### config.mk
export PLATFORM = sky130hd
export DESIGN_NAME = ex_mdu
export DESIGN_NICKNAME = d
export VERILOG_FILES = /design/src/rtl/ex_mdu.sv
export SDC_FILE = /design/constraint.sdc
export NUM_CORES = 1
export LEC_CHECK = 0
export ABC_AREA = 0
export BUFFER_PORTS_ARGS = -buffer_cell sky130_fd_sc_hd__buf_2
export CORE_UTILIZATION = 40
export CTS_CLUSTER_DIAMETER = 40
export DETAILED_ROUTE_END_ITERATION = 8
export GPL_TIMING_DRIVEN = 0
export HOLD_SLACK_MARGIN = 0.03
export PLACE_DENSITY_LB_ADDON = 0.3
export SLEW_MARGIN = 10
export SYNTH_ARGS = -nofsm -noshare
export SYNTH_HDL_FRONTEND = slang
export SYNTH_SLANG_ARGS = --single-unit
### constraint.sdc
create_clock -name clk -period 22.6 [get_ports clk]
set_input_delay 6.78 -clock clk [delete_from_list [all_inputs] [get_ports clk]]
set_output_delay 6.78 -clock clk [all_outputs]
set_load 0.02 [all_outputs]
### src/rtl/ex_mdu.sv
// rtl/ex_mdu.sv - iterative EX-stage multiply/divide unit with HI/LO registers
// Divider is built only when EX_MDU_DIV_EN is defined; otherwise DIV/DIVU behave as NONE.
module ex_mdu #(
    parameter int WIDTH = 32,
    parameter int CNT_W = 6
) (
    input  logic             clk,
    input  logic             rst,
    input  logic             md_valid,
    input  logic [2:0]       md_op,
    input  logic             flush,
    input  logic [WIDTH-1:0] src_a,
    input  logic [WIDTH-1:0] src_b,
    output logic             busy,
    output logic             stall,
    output logic             done,
    output logic [WIDTH-1:0] hi,
    output logic [WIDTH-1:0] lo
);
    typedef enum logic [1:0] {
        S_IDLE = 2'd0,
        S_MUL  = 2'd1,
        S_DIV  = 2'd2,
        S_DONE = 2'd3
    } state_t;

    localparam logic [2:0] OP_MULT  = 3'd1;
    localparam logic [2:0] OP_MULTU = 3'd2;
    localparam logic [2:0] OP_DIV   = 3'd3;
    localparam logic [2:0] OP_DIVU  = 3'd4;
    localparam logic [2:0] OP_MTHI  = 3'd5;
    localparam logic [2:0] OP_MTLO  = 3'd6;
    localparam logic [CNT_W-1:0] CNT_LAST = CNT_W'(WIDTH - 1);
    localparam logic [CNT_W-1:0] CNT_ONE  = {{(CNT_W-1){1'b0}}, 1'b1};
`ifdef EX_MDU_DIV_EN
    localparam bit DIV_EN = 1'b1;
`else
    localparam bit DIV_EN = 1'b0;
`endif

    state_t             state_q;
    logic [CNT_W-1:0]   cnt_q;
    logic [2*WIDTH-1:0] acc_q;
    logic [WIDTH-1:0]   opnd_q;
    logic [WIDTH-1:0]   hi_q, lo_q;
    logic               neg_q;
`ifdef EX_MDU_DIV_EN
    logic               div_q, dz_q, rneg_q;
    logic [WIDTH-1:0]   a_raw_q;
    logic [WIDTH:0]     div_trial;
    logic [2*WIDTH-1:0] div_next;
`endif

    logic               is_mul_op, is_div_op, signed_op, start;
    logic               a_neg, b_neg;
    logic [WIDTH-1:0]   mag_a, mag_b;
    logic [WIDTH:0]     mul_sum;
    logic [2*WIDTH-1:0] mul_next, prod;
    logic [WIDTH-1:0]   res_hi, res_lo;

    assign is_mul_op = (md_op == OP_MULT) || (md_op == OP_MULTU);
    assign is_div_op = DIV_EN && ((md_op == OP_DIV) || (md_op == OP_DIVU));
    assign signed_op = (md_op == OP_MULT) || (md_op == OP_DIV);
    assign start     = (state_q == S_IDLE) && md_valid && (is_mul_op || is_div_op);

    assign busy  = (state_q == S_MUL) || (state_q == S_DIV);
    assign stall = busy || start;
    assign done  = (state_q == S_DONE) && !flush;
    assign hi    = hi_q;
    assign lo    = lo_q;

    assign a_neg = signed_op && src_a[WIDTH-1];
    assign b_neg = signed_op && src_b[WIDTH-1];
    assign mag_a = a_neg ? -src_a : src_a;
    assign mag_b = b_neg ? -src_b : src_b;

    // acc holds {partial product, remaining multiplier bits}; shifts right each step
    assign mul_sum  = {1'b0, acc_q[2*WIDTH-1:WIDTH]} + (acc_q[0] ? {1'b0, opnd_q} : '0);
    assign mul_next = {mul_sum, acc_q[WIDTH-1:1]};

`ifdef EX_MDU_DIV_EN
    // acc holds {partial remainder, dividend/quotient bits}; shifts left each step
    assign div_trial = {acc_q[2*WIDTH-1:WIDTH], acc_q[WIDTH-1]} - {1'b0, opnd_q};
    assign div_next  = div_trial[WIDTH] ? {acc_q[2*WIDTH-2:0], 1'b0}
                                        : {div_trial[WIDTH-1:0], acc_q[WIDTH-2:0], 1'b1};
`endif

    always_comb begin
        prod   = neg_q ? -acc_q : acc_q;
        res_hi = prod[2*WIDTH-1:WIDTH];
        res_lo = prod[WIDTH-1:0];
`ifdef EX_MDU_DIV_EN
        if (div_q) begin
            if (dz_q) begin
                res_hi = a_raw_q;
                res_lo = '1;
            end else begin
                res_lo = neg_q  ? -acc_q[WIDTH-1:0]       : acc_q[WIDTH-1:0];
                res_hi = rneg_q ? -acc_q[2*WIDTH-1:WIDTH] : acc_q[2*WIDTH-1:WIDTH];
            end
        end
`endif
    end

    always_ff @(posedge clk) begin
        if (rst) begin
            state_q <= S_IDLE;
            cnt_q   <= '0;
            hi_q    <= '0;
            lo_q    <= '0;
        end else if (flush) begin
            state_q <= S_IDLE;
            cnt_q   <= '0;
        end else begin
            case (state_q)
                S_IDLE: begin
                    if (start) begin
                        acc_q   <= {{WIDTH{1'b0}}, (is_mul_op ? mag_b : mag_a)};
                        opnd_q  <= is_mul_op ? mag_a : mag_b;
                        neg_q   <= a_neg ^ b_neg;
                        cnt_q   <= '0;
                        state_q <= is_mul_op ? S_MUL : S_DIV;
`ifdef EX_MDU_DIV_EN
                        div_q   <= !is_mul_op;
                        dz_q    <= (src_b == '0);
                        rneg_q  <= a_neg;
                        a_raw_q <= src_a;
`endif
                    end else if (md_valid && md_op == OP_MTHI) begin
                        hi_q <= src_a;
                    end else if (md_valid && md_op == OP_MTLO) begin
                        lo_q <= src_a;
                    end
                end
                S_MUL: begin
                    acc_q <= mul_next;
                    cnt_q <= cnt_q + CNT_ONE;
                    if (cnt_q == CNT_LAST) state_q <= S_DONE;
                end
`ifdef EX_MDU_DIV_EN
                S_DIV: begin
                    acc_q <= div_next;
                    cnt_q <= cnt_q + CNT_ONE;
                    if (cnt_q == CNT_LAST) state_q <= S_DONE;
                end
`endif
                S_DONE: begin
                    hi_q    <= res_hi;
                    lo_q    <= res_lo;
                    cnt_q   <= '0;
                    state_q <= S_IDLE;
                end
                default: begin
                    cnt_q   <= '0;
                    state_q <= S_IDLE;
                end
            endcase
        end
    end
endmodule

# ---- Word level (Yosys, flattened, before mapping)
# Cells that the tools add are included.
dict set report classes {
  addsub 5
  eq_ne 15
  n_mux 21
  n_bitwise 3
  reduce_logical 21
}
# operator n
set op_table {}
lappend op_table {{32-bit two-way mux} 10}
lappend op_table {{64-bit two-way mux} 2}
lappend op_table {{32-bit one-hot mux with 2 select lines} 2}
lappend op_table {{64-bit one-hot mux with 2 select lines} 1}
lappend op_table {{32-bit negator} 2}
lappend op_table {{64-bit negator} 1}
lappend op_table {{32-bit by 32-bit adder with 33-bit output} 1}
lappend op_table {{6-bit one-hot mux with 2 select lines} 1}
lappend op_table {{4-bit AND reduction} 3}
lappend op_table {{1-bit logical AND} 7}
lappend op_table {{6-bit by 1-bit adder with 6-bit output, second input constant} 1}
lappend op_table {{3-bit by 2-bit equality test with 1-bit output, second input constant} 2}
lappend op_table {{3-bit equality test, second input constant} 2}
lappend op_table {{6-bit by 5-bit equality test with 1-bit output, second input constant} 1}
lappend op_table {{2-bit two-way mux} 3}
lappend op_table {{6-bit two-way mux} 1}
lappend op_table {{2-bit by 1-bit != test with 1-bit output, second input constant} 3}
lappend op_table {{2-bit != test, second input constant} 3}
lappend op_table {{5-bit AND reduction} 1}
lappend op_table {{2-bit equality test, second input constant} 2}
lappend op_table {{1-bit logical OR} 4}
lappend op_table {{2-bit one-hot mux with 2 select lines} 1}
lappend op_table {{2-bit nonzero test} 2}
lappend op_table {{3-bit by 1-bit equality test with 1-bit output, second input constant} 1}
lappend op_table {{7 further kinds} 8}
dict set report word_totals {
  reg_bits 169
  input_bits 71
  output_inout_bits 67
  wordCells 72
}

# ---- Logic depth before layout (Yosys ltp)
dict set report depth {
  depth_word 7
  mapped_depth 12
}

# ---- Least setup slack after synthesis
# No wires, ideal clock.
dict set report synth_timing {
  kind {input to output}
  from {in md_op[1]}
  to {out stall}
  arrival_time_ns 7.669
  required_ns 15.820
  slack_ns 8.151
  path_stages 5
  cell_sequence {nand2b_1 -> a21oi_1 -> and3_1 -> clkbuf_1 -> or2_2}
}
dict set report synth_between {
  elab_chain_len 4
  word_cells_on_any_way 5
}
# element line
set synth_lines {}
lappend synth_lines {{start, declared} 10} ;# input logic [2:0] md_op,
lappend synth_lines {{3-bit by 1-bit equality test with 1-bit output or 3-bit by 2-bit equality test with 1-bit output (tied branches)} 61} ;# assign is_mul_op = (md_op == OP_MULT) || (md_op == OP_MULTU);
lappend synth_lines {{1-bit logical OR *} 61}
lappend synth_lines {{1-bit logical AND *} 64} ;# assign start = (state_q == S_IDLE) && md_valid && (is_mul_op || is_div_op);
lappend synth_lines {{1-bit logical OR *} 67} ;# assign stall = busy || start;
lappend synth_lines {{end, declared} 15} ;# output logic stall,
# Every way passes the cells marked *; elsewhere a longest branch is shown, timed or not.

# ---- Worst setup path after layout
# Same ends and word-level chain as after synthesis.

==> results.json <==
{
  "clk_latency_ps": 440,
  "synth_top_area_cell": "edfxtp_1",
  "synth-main-ff-cell": "edfxtp_1",
  "ys_ff_latch": 169,
  "grt_pass1_wl_um": 69000,
  "routabilityCongestion": 1.00,
  "startpoint_type": "primary input",
  "yosysSeqAreaShare_pct": 35.9,
  "timing.fmax_mhz": 66.0,
  "critPathMaxFanout": 7,
  "p_per_area_mw_per_mm2": 52.7,
  "finalSetupTns_ps": 0,
  "cts_made_buffers": 17,
  "area_growth_pct": 15.0,
  "cpPeakStageDelay_ps": 390,
  "synthArstFlopShare_pct": 0,
  "syn_avg_cell_area_um2": 8.33,
  "cp.required_ps": 15820,
  "holdWs_ps": 442,
  "yosysWarningCount": 0,
  "grt_pass1_vias": 11100,
  "finalHoldViolations": 0,
  "clk_pin_slew_ps": 80,
  "cts_resized": 0,
  "slowest_stage": "clkbuf_1",
  "crit_chain": "buf_2 > nand2b_1 > a21oi_1 > and3_1 > clkbuf_1 > or2_2 > buf_2",
  "drv_slew": 0,
  "final_layout_size_suffix_gt1_share_pct": 13.0,
  "core_area_mm2": 0.0297,
  "setup_viol": 0,
  "ant_nets": 0,
  "crit_arrival_ps": 8370,
  "synth.distinct_cells": 77,
  "max-clock-path-buffers": 2,
  "rsz0062_at_grt": "no",
  "synth.net_count": 1566,
  "leakage_nw": 5.10,
  "cap_viol_max_count": 0,
  "htree_levels": 4,
  "status": "completed",
  "std_cell_rows": 63,
  "hp-class": "reg2reg",
  "synth_most_common_cell": "nand2_1",
  "synth_area_mm2": 0.0121,
  "post-cts-setup-buffers": 0,
  "worst-path-buf-inv": 3,
  "cp_top_family": "buffers and inverters",
  "drt_iter0_drc": 1423,
  "dieArea_mm2": 0.0310,
  "clock_skew_ps": 16.3,
  "viasPerCell": 5.97,
  "root_buffer": "clkbuf_16",
  "syn_inst": 1455,
  "track_usage_pct": 29.9,
  "first_pass_iters": 6,
  "grt_max_degree": 34,
  "start_util_pct": 40.8,
  "ir_worst_vdd_v": 0.0000438,
  "final_nets": 1728,
  "path_common_cell": "buf_2",
  "diodes": 0,
  "yosys-top-cells-area": "edfxtp_1 (24%), dfxtp_1 (12%), a21oi_1 (5.7%)",
  "port_buffers": 137,
  "synth_top_cells_by_count": "nand2_1 (168), nor2_1 (145), a21oi_1 (138)",
  "drcViolationCount": 0,
  "ioPinCount": 138,
  "min_period_ps": 15150,
  "antenna_found_initial": 1,
  "dp_hpwl_um": 37800,
  "regArea_mm2": 0.00435,
  "routedWlPerCell_um": 23.0,
  "overflow": 0,
  "criticalPathCategory": "in2out",
  "cp-end-kind": "output pin",
  "finalCritPeriodShare_pct": 67.0,
  "wirelength_um": 46400,
  "clock_sinks": 169,
  "netlist.area_leader.share_pct": 24.0,
  "fill_cells": 2898,
  "die_h_um": 176,
  "cts_hold_buf": 0,
  "cts_tree": "done",
  "tightest_slew_ps": 990,
  "vias": 12100,
  "fp.dieW_um": 176,
  "relSlewSlack_pct": 33.5,
  "synth-edff-count": 97,
  "multiInputGateArea_mm2": 0.00734
}
## worst min-delay path, delay by kind of cell, from the launching register on
kind	cells	cell delay (ps)
DFF	1	310
and+or+nand+nor	2	90
## cells by family after synthesis
logic type / count (synthesis) / synth area share (%)
flops: 169 / 35.9
compound gates: 434 / 22.8
xor+xnor: 138 / 9.97
fa+ha+maj: 40 / 4.19
simple gates: 553 / 22.6
buf+inv: 109 / 3.51
mux: 12 / 1.01
## cells in the final DEF, fill, tap and decap left out, types with 17 or more instances in the layout
| cell type | instances |
|---|---|
| ha_1 | 39 |
| buf_2 | 138 |
| nor4_1 | 20 |
| dfxtp_1 | 72 |
| xnor2_1 | 71 |
| edfxtp_1 | 97 |
| o21ai_0 | 102 |
| xor2_1 | 67 |
| inv_1 | 24 |
| o31ai_1 | 23 |
| a31oi_1 | 27 |
| nand2_1 | 168 |
| nor2_1 | 145 |
| nor3_1 | 30 |
| clkbuf_1 | 76 |
| or3_1 | 18 |
| a21oi_1 | 138 |
| or4_1 | 24 |
| a211oi_1 | 31 |
| clkbuf_16 | 17 |
| and2_1 | 61 |
## stage by stage
stage	std cells	instance area (um^2)	power [W]	utilization (%)	worst slack, ps
2_1_floorplan	1455	12100	0.000400	-	8150
3_5_place_dp	1988	13400	0.000447	44.9	7470
5_1_grt	2020	13900	0.000755	46.9	7350
4_1_cts	2020	13900	0.000734	46.9	7460
3_3_place_gp	1982	13300	0.000446	44.7	7310
6_report	2020	13900	0.000735	46.9	7450
## sequential cells by signal, summed over array words and instances, names as in the netlist
| signal | cells |
|---|---|
| acc_q | 64 |
| hi | 32 |
| lo | 32 |
| opnd_q | 32 |
| cnt_q | 6 |
| state_q | 2 |
| neg_q | 1 |
## final cells by class
cell class                 count  area share, %
multi-input combinational   1177           52.7
sequential                   169           31.2
timing repair buffer         143           5.35
tap                          390           3.50
clock buffer                  17           3.05
buffer                        84           2.38
clock inverter                15           1.11
inverter                      25          0.673
## per-layer routing
| layer | wire, um | global-route usage, % | vias up |
|---|---|---|---|
| li1 | - | - | 5677 |
| met1 | 20700 | 43.0 | 5702 |
| met2 | 19700 | 44.6 | 605 |
| met3 | 4150 | 4.50 | 83 |
| met4 | 1870 | 12.3 | 0 |
| met5 | 0 | 0 | - |
## power by group
| part | internal, W | switching, W |
|---|---|---|
| combinational | 0.0000334 | 0.0000735 |
| sequential | 0.000332 | 0.00000408 |
| clock | 0.000148 | 0.000144 |
## path summary, 6_finish.rpt
kind	start	end	slack (ps)	cells past startpoint
setup / recovery	md_op[1]	stall	7450	7
hold reg to reg	hi[6]	hi[6]	440	2
setup reg to reg	acc_q[0]	acc_q[57]	18790	12
hold / removal	hi[6]	hi[6]	440	2
(Power assumes the default switching activity.)
